$ cat src/rtl/mul_pkg.sv
// Shared types and defaults for the sequential shift-add multiplier.
//   state | meaning
//   IDLE  | waiting for START, PRODUCT holds the last result
//   RUN   | one shift-add step per cycle, BUSY high
//   FIN   | single cycle, DONE high, PRODUCT valid
package mul_pkg;

    localparam int MUL_WIDTH_DEF = 32;

    typedef enum logic [1:0] {
        IDLE = 2'd0,
        RUN  = 2'd1,
        FIN  = 2'd2
    } mul_state_t;

endpackage

$ cat src/rtl/mul_sign_adj.sv
// Conditional two's-complement negation of an N-bit value.
// Used for operand magnitude extraction and for result sign correction.
// The most-negative input maps onto itself, which read as unsigned is
// exactly its magnitude, so no extra width is needed.
module mul_sign_adj #(
    parameter int N = 32
) (
    input  logic [N-1:0] i_val,
    input  logic         i_neg,
    output logic [N-1:0] o_val
);

    // Negate when requested, pass through otherwise
    always_comb begin
        o_val = i_val;
        if (i_neg) begin
            o_val = ~i_val + N'(1);
        end
    end

endmodule

$ cat src/rtl/seq_multiplier.sv
// Sequential shift-add multiplier: WIDTH x WIDTH -> 2*WIDTH bits.
// Fixed latency of WIDTH RUN cycles plus one FIN cycle, no early exit.
// Optional feature macro: MUL_SIGNED_EN adds the SIGNED_OP port and the
// sign-magnitude wrapper around the unsigned core.
//
//   state | meaning
//   IDLE  | waiting for START
//   RUN   | shift-add steps, counter runs WIDTH-1 down to 0
//   FIN   | DONE pulse; START here chains straight into RUN
module seq_multiplier
    import mul_pkg::*;
#(
    parameter int WIDTH       = MUL_WIDTH_DEF,
    parameter int HOLD_RESULT = 1
) (
    input  logic                 CLK,
    input  logic                 RST,
    input  logic                 START,
    input  logic [WIDTH-1:0]     A,
    input  logic [WIDTH-1:0]     B,
`ifdef MUL_SIGNED_EN
    input  logic                 SIGNED_OP,
`endif
    output logic                 BUSY,
    output logic                 DONE,
    output logic [2*WIDTH-1:0]   PRODUCT
);

    localparam int CW = $clog2(WIDTH);

    mul_state_t           r_state;
    mul_state_t           w_next;
    logic                 w_busy;
    logic                 w_done;
    logic                 w_capture;
    logic                 w_last;

    logic [CW-1:0]        r_cnt;
    logic [WIDTH-1:0]     r_mcand;
    logic [WIDTH-1:0]     r_hi;
    logic [WIDTH-1:0]     r_lo;
    logic [2*WIDTH-1:0]   r_product;

    logic [WIDTH-1:0]     w_mag_a;
    logic [WIDTH-1:0]     w_mag_b;
    logic [WIDTH-1:0]     w_addend;
    logic [WIDTH:0]       w_sum;
    logic [2*WIDTH-1:0]   w_acc_next;
    logic [2*WIDTH-1:0]   w_result;

    // A new operation is only accepted outside RUN
    assign w_capture = START && ((r_state == IDLE) || (r_state == FIN));
    assign w_last    = (r_state == RUN) && (r_cnt == '0);

`ifdef MUL_SIGNED_EN
    logic w_neg_a;
    logic w_neg_b;
    logic r_neg;

    assign w_neg_a = SIGNED_OP & A[WIDTH-1];
    assign w_neg_b = SIGNED_OP & B[WIDTH-1];

    mul_sign_adj #(.N(WIDTH)) u_adj_a (
        .i_val (A),
        .i_neg (w_neg_a),
        .o_val (w_mag_a)
    );

    mul_sign_adj #(.N(WIDTH)) u_adj_b (
        .i_val (B),
        .i_neg (w_neg_b),
        .o_val (w_mag_b)
    );

    mul_sign_adj #(.N(2*WIDTH)) u_adj_p (
        .i_val (w_acc_next),
        .i_neg (r_neg),
        .o_val (w_result)
    );

    // Result sign is fixed at capture so later operand changes cannot leak in
    always_ff @(posedge CLK or negedge RST) begin
        if (!RST) begin
            r_neg <= 1'b0;
        end else if (w_capture) begin
            r_neg <= w_neg_a ^ w_neg_b;
        end
    end
`else
    assign w_mag_a  = A;
    assign w_mag_b  = B;
    assign w_result = w_acc_next;
`endif

    // One shift-add step: add multiplicand into the high half when the
    // current multiplier bit is set, then shift the whole accumulator right
    assign w_addend   = r_lo[0] ? r_mcand : '0;
    assign w_sum      = {1'b0, r_hi} + {1'b0, w_addend};
    assign w_acc_next = {w_sum, r_lo[WIDTH-1:1]};

    // State register
    always_ff @(posedge CLK or negedge RST) begin
        if (!RST) begin
            r_state <= IDLE;
        end else begin
            r_state <= w_next;
        end
    end

    // Next-state and status outputs
    always_comb begin
        w_next = r_state;
        w_busy = 1'b0;
        w_done = 1'b0;
        case (r_state)
            IDLE: begin
                if (START) begin
                    w_next = RUN;
                end
            end
            RUN: begin
                w_busy = 1'b1;
                if (r_cnt == '0) begin
                    w_next = FIN;
                end
            end
            FIN: begin
                w_done = 1'b1;
                w_next = START ? RUN : IDLE;
            end
            default: begin
                w_next = IDLE;
            end
        endcase
    end

    // Operand capture, iteration counter and accumulator
    always_ff @(posedge CLK or negedge RST) begin
        if (!RST) begin
            r_cnt   <= '0;
            r_mcand <= '0;
            r_hi    <= '0;
            r_lo    <= '0;
        end else if (w_capture) begin
            r_cnt   <= CW'(WIDTH - 1);
            r_mcand <= w_mag_a;
            r_hi    <= '0;
            r_lo    <= w_mag_b;
        end else if (r_state == RUN) begin
            r_hi <= w_sum[WIDTH:1];
            r_lo <= {w_sum[0], r_lo[WIDTH-1:1]};
            if (r_cnt != '0) begin
                r_cnt <= r_cnt - CW'(1);
            end
        end
    end

    // Result register: loaded on entry to FIN, optionally cleared at capture
    always_ff @(posedge CLK or negedge RST) begin
        if (!RST) begin
            r_product <= '0;
        end else if (w_last) begin
            r_product <= w_result;
        end else if (w_capture && (HOLD_RESULT == 0)) begin
            r_product <= '0;
        end
    end

    assign BUSY    = w_busy;
    assign DONE    = w_done;
    assign PRODUCT = r_product;

endmodule
$ cat config.mk
export PLATFORM = sky130hd
export DESIGN_NAME = seq_multiplier
export DESIGN_NICKNAME = d
export VERILOG_FILES = /design/src/rtl/mul_pkg.sv /design/src/rtl/mul_sign_adj.sv /design/src/rtl/seq_multiplier.sv
export SDC_FILE = /design/constraint.sdc
export NUM_CORES = 1
export LEC_CHECK = 0
export ABC_AREA = 1
export CORE_UTILIZATION = 55
export DETAILED_ROUTE_END_ITERATION = 12
export PLACE_DENSITY = 0.87
export SLEW_MARGIN = 20
export SYNTH_ARGS = -nofsm -noshare
export SYNTH_HDL_FRONTEND = slang
export SYNTH_SLANG_ARGS = --single-unit
$ cat constraint.sdc
create_clock -name CLK -period 3.4 [get_ports CLK]
set_clock_uncertainty 0.2 [all_clocks]
set_input_delay 1.02 -clock CLK [delete_from_list [all_inputs] [get_ports CLK]]
set_output_delay 1.02 -clock CLK [all_outputs]
set_load 0.02 [all_outputs]
== Word level (Yosys, flattened, before mapping) ==
Index checks and enable logic that the tools add are counted.

* Bits in registers: 167
* Bits of input ports: 67
* Output and inout bits: 66
* Word-level logic and storage cells: 36

* Add/sub/neg operators: 2
* Eq/ne operators: 4
* Muxes and demuxes: 14
* Reduce and logical (&&, ||, !) cells: 10

{| class="wikitable"
|+ Operators with widths
! kind !! count
|-
| two-way mux 32 bit || 5
|-
| adder 32 x 32 -> 33 bit || 1
|-
| two-way mux 5 bit || 3
|-
| one-hot mux 2 bit (3 select lines) || 1
|-
| zero test 5 bit || 1
|-
| nonzero test 5 bit || 1
|-
| subtractor 5 x 1 -> 5 bit (second input constant) || 1
|-
| two-way mux 2 bit || 2
|-
| inequality test 2 bit (second input constant) || 2
|-
| AND reduction 2 bit || 2
|-
| nonzero test 2 bit || 2
|-
| two-way mux 1 bit || 3
|-
| == test 2 x 1 -> 1 bit (second input constant) || 1
|-
| == test 2 bit (second input constant) || 1
|-
| logical AND 1 bit || 2
|-
| zero test 2 bit || 1
|-
| logical OR 1 bit || 1
|}

== Depth between registers and ports, before layout ==
Gate-level depths: netlist (run 1).

* Depth after elaboration: 5
* Depth in mapped cells: 16

== Worst setup path after synthesis (run 1) ==
No wires, ideal clock.

* Kind: register to register
* Start point: register r_lo[0]
* End point: register r_hi[31]
* Library setup time: 117 ps
* Arrival time: 2,155 ps
* Required time: 3,083 ps
* Path slack: 928 ps
* Cell stages (with the launch flop): 15
* Path buffers: 2
* Cells stage by stage: dfrtp_1 -> clkbuf_1 -> clkbuf_1 -> nand2_1 -> inv_1 -> ha_1 -> fa_1 -> nand3_1 -> nand3_1 -> a21oi_1 -> o21ai_1 -> nand2_1 -> nand2_1 -> nand2_1 -> nand2_1

* Longest elaborated chain between the ends: 4

{| class="wikitable"
|+ Ends and longest elaborated chain
! what !! RTL line !! text
|-
| start: declaration || seq_multiplier.sv:41 || <nowiki>logic [WIDTH-1:0] r_lo;</nowiki>
|-
| start signal: assignment || seq_multiplier.sv:148 || <nowiki>r_lo <= w_mag_b;</nowiki>
|-
| start signal: assignment || seq_multiplier.sv:151 || <nowiki>r_lo <= {w_sum[0], r_lo[WIDTH-1:1]};</nowiki>
|-
| two-way mux 32 bit || seq_multiplier.sv:97 || <nowiki>assign w_addend = r_lo[0] ? r_mcand : '0;</nowiki>
|-
| adder 32 x 32 -> 33 bit || seq_multiplier.sv:98 || <nowiki>assign w_sum = {1'b0, r_hi} + {1'b0, w_addend};</nowiki>
|-
| two-way mux 32 bit || seq_multiplier.sv:149 || <nowiki>end else if (r_state == RUN) begin</nowiki>
|-
| two-way mux 32 bit || seq_multiplier.sv:144 || <nowiki>end else if (w_capture) begin</nowiki>
|-
| end signal: assignment || seq_multiplier.sv:150 || <nowiki>r_hi <= w_sum[WIDTH:1];</nowiki>
|-
| end: declaration || seq_multiplier.sv:40 || <nowiki>logic [WIDTH-1:0] r_hi;</nowiki>
|}

Every way passes these cells. The select of a mux whose other input is x is not followed.
A chain may end at the register's enable or synchronous reset.

== Worst setup path in the final report (run 1) ==
* Start point: register r_state[1]
* End point: output BUSY

* Longest elaborated chain between the ends: 2

{| class="wikitable"
|+ Ends and longest elaborated chain
! what !! RTL line !! text
|-
| start: declaration || seq_multiplier.sv:31 || <nowiki>mul_state_t r_state;</nowiki>
|-
| start signal: assignment || seq_multiplier.sv:106 || <nowiki>r_state <= w_next;</nowiki>
|-
| == test 2 x 1 -> 1 bit || seq_multiplier.sv:115 || <nowiki>case (r_state)</nowiki>
|-
| two-way mux 1 bit || seq_multiplier.sv:115 ||
|-
| end: declaration || seq_multiplier.sv:24 || <nowiki>output logic BUSY,</nowiki>
|}

Every way passes these cells.

==> reports/results.ini, run 1 <==
[synth]
ys_seq_area_share_pct = 45.8
synth_nets = 1366
postSynthAreaPerCell_um2 = 7.22
ys_ff_latch = 167
syn_inst = 1264
synthTopCellsByArea = dfrtp_1 46%, nand2_1 21%, inv_1 7.7%, o21ai_0 6.6%, ha_1 4.7%
synthFlopType = dfrtp_1
yosysTopAreaCell = dfrtp_1
yosys.area.top_type_share_pct = 45.8
synth_cell_type_count = 33
synth_edf_count = 0
syn_area_mm2 = 0.00913
synthArstFlopShare_pct = 100
yosysWarnings = 0

[cts]
cts_tree = yes
post_cts_buffers = 0
cts_resized = 0
h-tree-depth = 4
root_buffer = clkbuf_16
clk_latency_ps = 440
path_clk_slew_ps = 70
cts_buffers = 17
cts_sinks = 167
cts_hold_buffers = 0
clk_path_buf_depth = 2

[setup_path]
crit_required_ps = 2180
path_cells = nor2_4, clkdlybuf4s50_1
worstSetupPathType = reg2out
startpoint_type = flop
r2r_start = r_lo[0]
cp_slowest_cell = clkdlybuf4s50_1
critPathArrivalTime_ps = 1690
path_max_fanout = 3
slowest_delay_ps = 650
startpoint = r_state[1]
end_kind = primary output

[timing]
fin_crit_sh_pct = 85.6
tns_ps = 0
slew_headroom_pct = 48.9
fin_ws_ps = 489
layout_min_cycle_time_ps = 2910
worstMarginPinSlew_ps = 767
holdWs_ps = 276
rsz0062_at_grt = no
hold_viol = 0
fmax_mhz = 344
finalSetupViolCount = 0
maxSlewViolCount = 0

[pwr]
clockPowerShare_pct = 17.5
power_density_mw_per_mm2 = 990
combPwrFrac_pct = 51.9
internal-power_mw = 6.09
p_leak_nw = 6.17
p_sw_share_pct = 45.4
sequentialPowerShare_pct = 30.6
switchingPower_mw = 5.07
ir_drop_mv = 0.565

[floorplan]
die_y_um = 131
dieWidth_um = 131
start_util_pct = 56.9
coreArea_mm2 = 0.0161
fp-row-count = 46
io_pins = 133
die_area_mm2 = 0.0171

[detailed_routing]
drcViolationCount = 0
post_drt_via_cell_ratio = 5.20
vias = 8402
wl_mm = 23.7
postRouteAntennaNets = 0
firstDrtPassIters = 5
wl_per_cell_um = 14.7
drtIter0Drc = 761

[finish]
n_antenna_cell = 0
fillCellCount = 1300
final_common_cell = nand2_1
final_cell_mix = 501 x nand2_1, 188 x inv_1, 167 x dfrtp_1
layout.nets = 1489
area_growth_syn_to_layout_pct = 23.5
final_layout_size_suffix_gt1_share_pct = 5.29

[grt]
grt_overflow_total = 0
grt_max_degree = 74
antenna_found_initial = 0
grt_use_total_pct = 29.9
grt_pass1_vias = 7896
grt_pass1_wl_mm = 38.8

[flow_run]
drv_cap = 0

[worst_hold_path]
holdCritPathClass = reg2reg
hp-start = PRODUCT[49]

[placement]
port_buffers = 132
dpl_worst_slack_ps = 587
place.gp.congestion = 0.964
dp_hpwl_mm = 17.2

[outcome]
status = completed

layout make-up:
type | count | area (µm²) | area share (%)
clock inverter | 14 | 156 | 1.39
timing repair buffer | 147 | 1450 | 12.8
tap | 216 | 270 | 2.40
clock buffer | 18 | 439 | 3.89
multi-input combinational | 862 | 4060 | 36.0
inverter | 192 | 721 | 6.39
sequential | 167 | 4180 | 37.1
path summary, 6_finish.rpt:
path                                     to  slack (ps)  cells past startpoint
worst max-delay path                   BUSY         490                      2
worst min-delay path            PRODUCT[49]         280                      2
worst max register to register  PRODUCT[51]         720                     12
worst min register to register  PRODUCT[49]         280                      2
max in group asynchronous          r_lo[26]        1860                      2
min in group asynchronous        PRODUCT[9]         310                      1
flip-flops by register name, indices dropped and copies added, names as in the netlist:
name     flops
r_cnt        5
r_state      2
PRODUCT     64
r_lo        32
r_hi        32
r_mcand     32
critical path: cells and delay by family (launching register included):
family,cells,cell delay [ps]
buf+inv,1,650
simple gates,1,200
flops,1,410
power by group through the flow:
stage | registers (mW) | clock network, mW | logic [mW]
after detailed placement | 3.41 | 0 | 5.71
after global placement | 3.38 | 0 | 5.54
after floorplan | 3.60 | 0 | 3.68
after CTS | 3.40 | 1.98 | 5.76
final | 3.41 | 1.96 | 5.80
after global routing | 3.51 | 2.07 | 6.52
synthesized netlist by cell type (all sizes together) (2+ instances only):
master / n
nand2: 510
inv: 192
dfrtp: 167
o21ai: 148
nand3: 61
nor2: 48
ha: 34
clkbuf: 28
a21oi: 24
buf: 15
xnor2: 10
nor3: 7
nand3b: 5
xor2: 4
a21o: 2
o211ai: 2
o221ai: 2
stage by stage:
step	std cells	utilization, %	power, mW	instance area [µm²]
3_5_place_dp	1584	66.5	9.12	10700
3_3_place_gp	1584	66.5	8.92	10700
2_1_floorplan	1264	-	7.28	9130
5_1_grt	1616	70.2	12.1	11300
6_report	1616	70.2	11.2	11300
4_1_cts	1616	70.2	11.1	11300
per-layer routing:
layer	track usage [%]	share of wire, %
met4	10.9	2.6
met3	6.07	6.1
met1	42.3	47
met2	45.6	44
met5	0	0
logic make-up after synthesis:
logic type      count (synthesis)  share of synthesized area (%)
xor+xnor                       14                           1.43
simple gates                  632                           27.8
buf+inv                       235                           9.81
compound gates                181                           10.3
flops                         167                           45.8
fa+ha+maj                      35                           4.88
Note: power is estimated with default switching activity, not from simulation.
==> run 2, diff against run 1 <==
--- a/config.mk
+++ b/config.mk
@@ -6,9 +6,9 @@
 export NUM_CORES = 1
 export LEC_CHECK = 0
 export ABC_AREA = 1
-export CORE_UTILIZATION = 55
+export CORE_UTILIZATION = 32
 export DETAILED_ROUTE_END_ITERATION = 12
-export PLACE_DENSITY = 0.87
+export PLACE_DENSITY = 0.58
 export SLEW_MARGIN = 20
 export SYNTH_ARGS = -nofsm -noshare
 export SYNTH_HDL_FRONTEND = slang
==> reports/results.ini, run 2 (same netlist as run 1, synthesis figures left out) <==
[cts]
clk_latency_ps = 440  ; about the same
root_buffer = clkbuf_16
cts_buffers = 17  ; unchanged
cts_sinks = 167  ; unchanged
clk_path_buf_depth = 2  ; unchanged
post_cts_buffers = 0  ; unchanged
cts_hold_buffers = 0  ; unchanged
cts_tree = yes
path_clk_slew_ps = 80  ; about the same
h-tree-depth = 4  ; unchanged
cts_resized = 0  ; unchanged

[detailed_routing]
firstDrtPassIters = 5  ; unchanged
vias = 8127  ; -3.3%
drcViolationCount = 0  ; unchanged
wl_per_cell_um = 14.3  ; -2.5%
postRouteAntennaNets = 0  ; unchanged
drtIter0Drc = 568  ; -25%
wl_mm = 25.4  ; +7.2%
post_drt_via_cell_ratio = 4.57  ; -12%

[finish]
final_core_util_pct = 41.3  ; -29 points
area_growth_syn_to_layout_pct = 26.3
n_antenna_cell = 0  ; unchanged
largest_register_ffs = 64  ; unchanged
final_cell_mix = 501 x nand2_1, 188 x inv_1, 167 x dfrtp_1
final_common_cell = nand2_1
layout.nets = 1488  ; -0.067%
final_layout_size_suffix_gt1_share_pct = 5.22  ; -0.068 points

[setup_path]
path_max_fanout = 2  ; -1
worstSetupPathType = reg2out
end_kind = primary output
cp_top_family = buffers and inverters
startpoint_type = flop
slowest_delay_ps = 650  ; about the same
r2r_start = r_lo[0]
startpoint = r_state[1]
cp_slowest_cell = clkdlybuf4s50_1
critPathArrivalTime_ps = 1750  ; +60 ps
path_cells = nor2_4, clkdlybuf4s50_1
cp.buffers_inverters = 1  ; unchanged
crit_required_ps = 2180  ; about the same

[grt]
grt_pass1_vias = 7571  ; -4.1%
grt_max_degree = 57  ; -23%
grt_use_total_pct = 18.3  ; -12 points
grt_pass1_wl_mm = 41.2  ; +6.2%
grt_overflow_total = 0  ; unchanged
antenna_found_initial = 0  ; unchanged

[timing]
tns_ps = 0  ; unchanged
holdWs_ps = 282  ; +6.17 ps
layout_min_cycle_time_ps = 2970  ; +54.2 ps
fmax_mhz = 337  ; -1.8%
rsz0062_at_grt = no
finalSetupViolCount = 0  ; unchanged
worstMarginPinSlew_ps = 823  ; +55.6 ps
maxSlewViolCount = 0  ; unchanged
hold_viol = 0  ; unchanged
fin_ws_ps = 435  ; -54.2 ps
fin_crit_sh_pct = 87.2  ; +1.6 points
slew_headroom_pct = 45.1  ; -3.8 points

[pwr]
ir_drop_mv = 0.396  ; -30%
power_density_mw_per_mm2 = 977  ; -1.4%
p_leak_nw = 6.17  ; +0.14%

[floorplan]
die_area_mm2 = 0.0292  ; +71%
start_util_pct = 32.7  ; -24 points
fp-row-count = 61  ; +33%
coreArea_mm2 = 0.0279  ; +74%
dieWidth_um = 171  ; +31%
die_y_um = 171  ; +31%
io_pins = 133  ; unchanged

[placement]
dpl_worst_slack_ps = 788  ; +201 ps
place.gp.congestion = 0.895  ; -7.2%
dp_hpwl_mm = 18.7  ; +8.9%
port_buffers = 132  ; unchanged

[worst_hold_path]
holdCritPathClass = reg2reg
hp-start = PRODUCT[57]

[outcome]
status = completed

[flow_run]
drv_cap = 0  ; unchanged

## run 2: cell types whose count changed in the layout (fill, tap and decap cells not counted), sizes merged
| cell | before | now |
|---|---|---|
| clkinv | 4 | 8 |
| clkbuf | 18 | 17 |
| buf | 16 | 15 |
| bufinv | 1 | 0 |
| inv | 201 | 199 |
## run 2: tightest hold or removal path, cell delays in order (launching register included)
cell and delay, ps:
dfrtp_1 340, nand2_1 60, nand2_1 50
## run 2: cell type report
cell class / count / area (µm²)
fill: 2940 / 16400
sequential: 167 / 4180
inverter: 192 / 721
clock inverter: 15 / 216
tap: 378 / 473
multi-input combinational: 862 / 4060
timing repair buffer: 146 / 1450
clock buffer: 17 / 425
## run 2: metrics by stage
stage          power, mW  instances  area [µm²]
6_report            11.3       1777       11500
5_1_grt             12.3       1777       11500
4_1_cts             11.3       1777       11500
3_5_place_dp        9.22       1745       10900
3_3_place_gp        9.13       1745       10900
2_1_floorplan       7.28       1264        9130
## run 2: final timing paths
path / end / slack (ps) / cells after the start
hold / removal: PRODUCT[57] / 280 / 2
max in group asynchronous: PRODUCT[61] / 1990 / 2
setup reg to reg: r_hi[13] / 790 / 12
hold reg to reg: PRODUCT[57] / 280 / 2
setup / recovery: BUSY / 430 / 2
min in group asynchronous: r_lo[19] / 310 / 1
## run 2: per-layer routing
metal  global-route usage [%]  vias up  part of all wire [%]
met5                        0        -                     0
met4                     4.89        0                   1.5
met3                     3.40       24                   4.5
met2                     28.0      190                    45
met1                     26.4     3759                    49
li1                         -     4154                     -
## run 2: power breakdown
group | internal, mW | switching [mW] | leakage (nW)
clock network | 1.03 | 1.04 | 0.306
logic | 2.13 | 3.68 | 3.76
registers | 2.90 | 0.492 | 2.11
total | 6.05 | 5.21 | 6.17
==> run 3, diff against run 2 <==
--- a/config.mk
+++ b/config.mk
@@ -6,10 +6,11 @@
 export NUM_CORES = 1
 export LEC_CHECK = 0
 export ABC_AREA = 1
-export CORE_UTILIZATION = 32
+export CELL_PAD_IN_SITES_DETAIL_PLACEMENT = 0
+export CELL_PAD_IN_SITES_GLOBAL_PLACEMENT = 2
+export CORE_UTILIZATION = 31
 export DETAILED_ROUTE_END_ITERATION = 12
-export PLACE_DENSITY = 0.58
-export SLEW_MARGIN = 20
+export PLACE_DENSITY = 0.86
 export SYNTH_ARGS = -nofsm -noshare
 export SYNTH_HDL_FRONTEND = slang
 export SYNTH_SLANG_ARGS = --single-unit
==> reports/results.ini, run 3 (same netlist as run 1, synthesis figures left out) <==
[timing]
layout_min_cycle_time_ps = 2910  ; -58.6 ps
worstMarginPinSlew_ps = 1090  ; +264 ps
finalSetupViolCount = 0  ; unchanged
maxSlewViolCount = 0  ; unchanged
tns_ps = 0  ; unchanged
slew_headroom_pct = 27.5  ; -18 points
fin_ws_ps = 493  ; +58.6 ps
hold_viol = 0  ; unchanged
fin_crit_sh_pct = 85.5  ; -1.7 points
fmax_mhz = 344  ; +2.0%
rsz0062_at_grt = no

[floorplan]
coreArea_mm2 = 0.0289  ; +3.3%
start_util_pct = 31.6  ; -1.0 points
fp-row-count = 62  ; +1.6%
die_area_mm2 = 0.0301  ; +3.2%
dieWidth_um = 174  ; +1.6%
io_pins = 133  ; unchanged
die_y_um = 174  ; +1.6%

[finish]
largest_register_ffs = 64  ; unchanged
fillCellCount = 3039  ; +3.4%
area_growth_syn_to_layout_pct = 26.3  ; about the same
layout.nets = 1488  ; unchanged
final_cell_mix = 501 x nand2_1, 188 x inv_1, 167 x dfrtp_1
final_layout_size_suffix_gt1_share_pct = 5.22  ; unchanged
n_antenna_cell = 0  ; unchanged
final_common_cell = nand2_1
final_core_util_pct = 40.0  ; -1.3 points

[setup_path]
worstSetupPathType = reg2out
critPathArrivalTime_ps = 1690  ; -60 ps
crit_required_ps = 2180  ; about the same
r2r_start = r_lo[0]
startpoint_type = flop
startpoint = r_state[1]
r2r_cells = 9  ; -3
path_max_fanout = 2  ; unchanged
end_kind = primary output

[detailed_routing]
vias = 8051  ; -0.94%
postRouteAntennaNets = 0  ; unchanged
drcViolationCount = 0  ; unchanged
drtIter0Drc = 506  ; -11%
firstDrtPassIters = 5  ; unchanged
wl_mm = 26.1  ; +2.5%
wl_per_cell_um = 14.6  ; +2.2%
post_drt_via_cell_ratio = 4.52  ; -1.3%

[placement]
dpl_worst_slack_ps = 527  ; -261 ps
port_buffers = 132  ; unchanged
place.gp.congestion = 0.881  ; -1.6%
dp_hpwl_mm = 19.6  ; +4.5%

[pwr]
totalPowerFinal_mw = 11.2  ; -0.40%
power_density_mw_per_mm2 = 972  ; -0.43%
p_leak_nw = 6.17  ; about the same
ir_drop_mv = 0.378  ; -4.6%

[grt]
grt_overflow_total = 0  ; unchanged
grt_use_total_pct = 17.9  ; -0.40 points
grt_pass1_wl_mm = 42.6  ; +3.3%
antenna_found_initial = 1  ; +1
grt_max_degree = 109  ; +91%
grt_pass1_vias = 7823  ; +3.3%

[cts]
cts_buffers = 17  ; unchanged
post_cts_buffers = 0  ; unchanged
path_clk_slew_ps = 80  ; about the same
root_buffer = clkbuf_16
h-tree-depth = 4  ; unchanged
clk_path_buf_depth = 2  ; unchanged
cts_sinks = 167  ; unchanged
clk_latency_ps = 430  ; about the same
cts_resized = 0  ; unchanged
cts_tree = yes
cts_hold_buffers = 0  ; unchanged

[flow_run]
drv_cap = 0  ; unchanged

[outcome]
status = completed

[worst_hold_path]
holdCritPathClass = in2async

[run 3: cell types whose count changed in the layout (fill, tap and decap cells not counted)]
cell | previous run | this run
clkinv_4 | 1 | 2
buf_4 | 12 | 11
buf_12 | 2 | 3
inv_12 | 4 | 2
inv_6 | 2 | 4
inv_8 | 1 | 0
[run 3: layout make-up]
class / instances / area [µm²] / share of cell area (%)
Clock buffer: 17 / 425 / 3.69
Clock inverter: 15 / 199 / 1.72
Inverter: 192 / 721 / 6.25
Multi-Input combinational cell: 862 / 4060 / 35.2
Sequential cell: 167 / 4180 / 36.2
Tap cell: 384 / 480 / 4.17
Timing Repair Buffer: 146 / 1470 / 12.7
[run 3: final timing paths]
kind,to,slack (ps)
min in group CLK,PRODUCT[52],280
min,PRODUCT[55],220
min reg2reg,PRODUCT[52],280
max reg2reg,PRODUCT[39],550
max in group asynchronous,PRODUCT[0],2100
max,BUSY,490
[run 3: per-stage QoR]
stage / area, µm² / hold WS (ps) / cells
finish: 11500 / 224 / 1783
floorplan: 9130 / 249 / 1264
CTS: 11500 / 217 / 1783
global placement: 10900 / 265 / 1751
detailed placement: 10900 / 266 / 1751
global route: 11500 / 218 / 1783
[run 3: power breakdown]
group,leakage (nW),internal [mW],switching (mW)
sequential,2.11,2.90,0.540
combinational,3.76,2.14,3.63
clock,0.299,1.01,0.995
[run 3: worst max-delay path, stage by stage, from the launching register on]
cell and delay, ps:
dfrtp_1 410, nor2_4 210, clkdlybuf4s50_1 650
[run 3: metal layers]
metal | track usage [%] | part of all wire (%) | vias to the layer above | wire (µm)
met5 | 0 | 0.050 | - | 13
met4 | 3.80 | 0.79 | 2 | 206
met3 | 4.28 | 5.6 | 12 | 1450
met2 | 28.2 | 46 | 156 | 12000
met1 | 25.0 | 48 | 3725 | 12500
li1 | - | - | 4156 | -
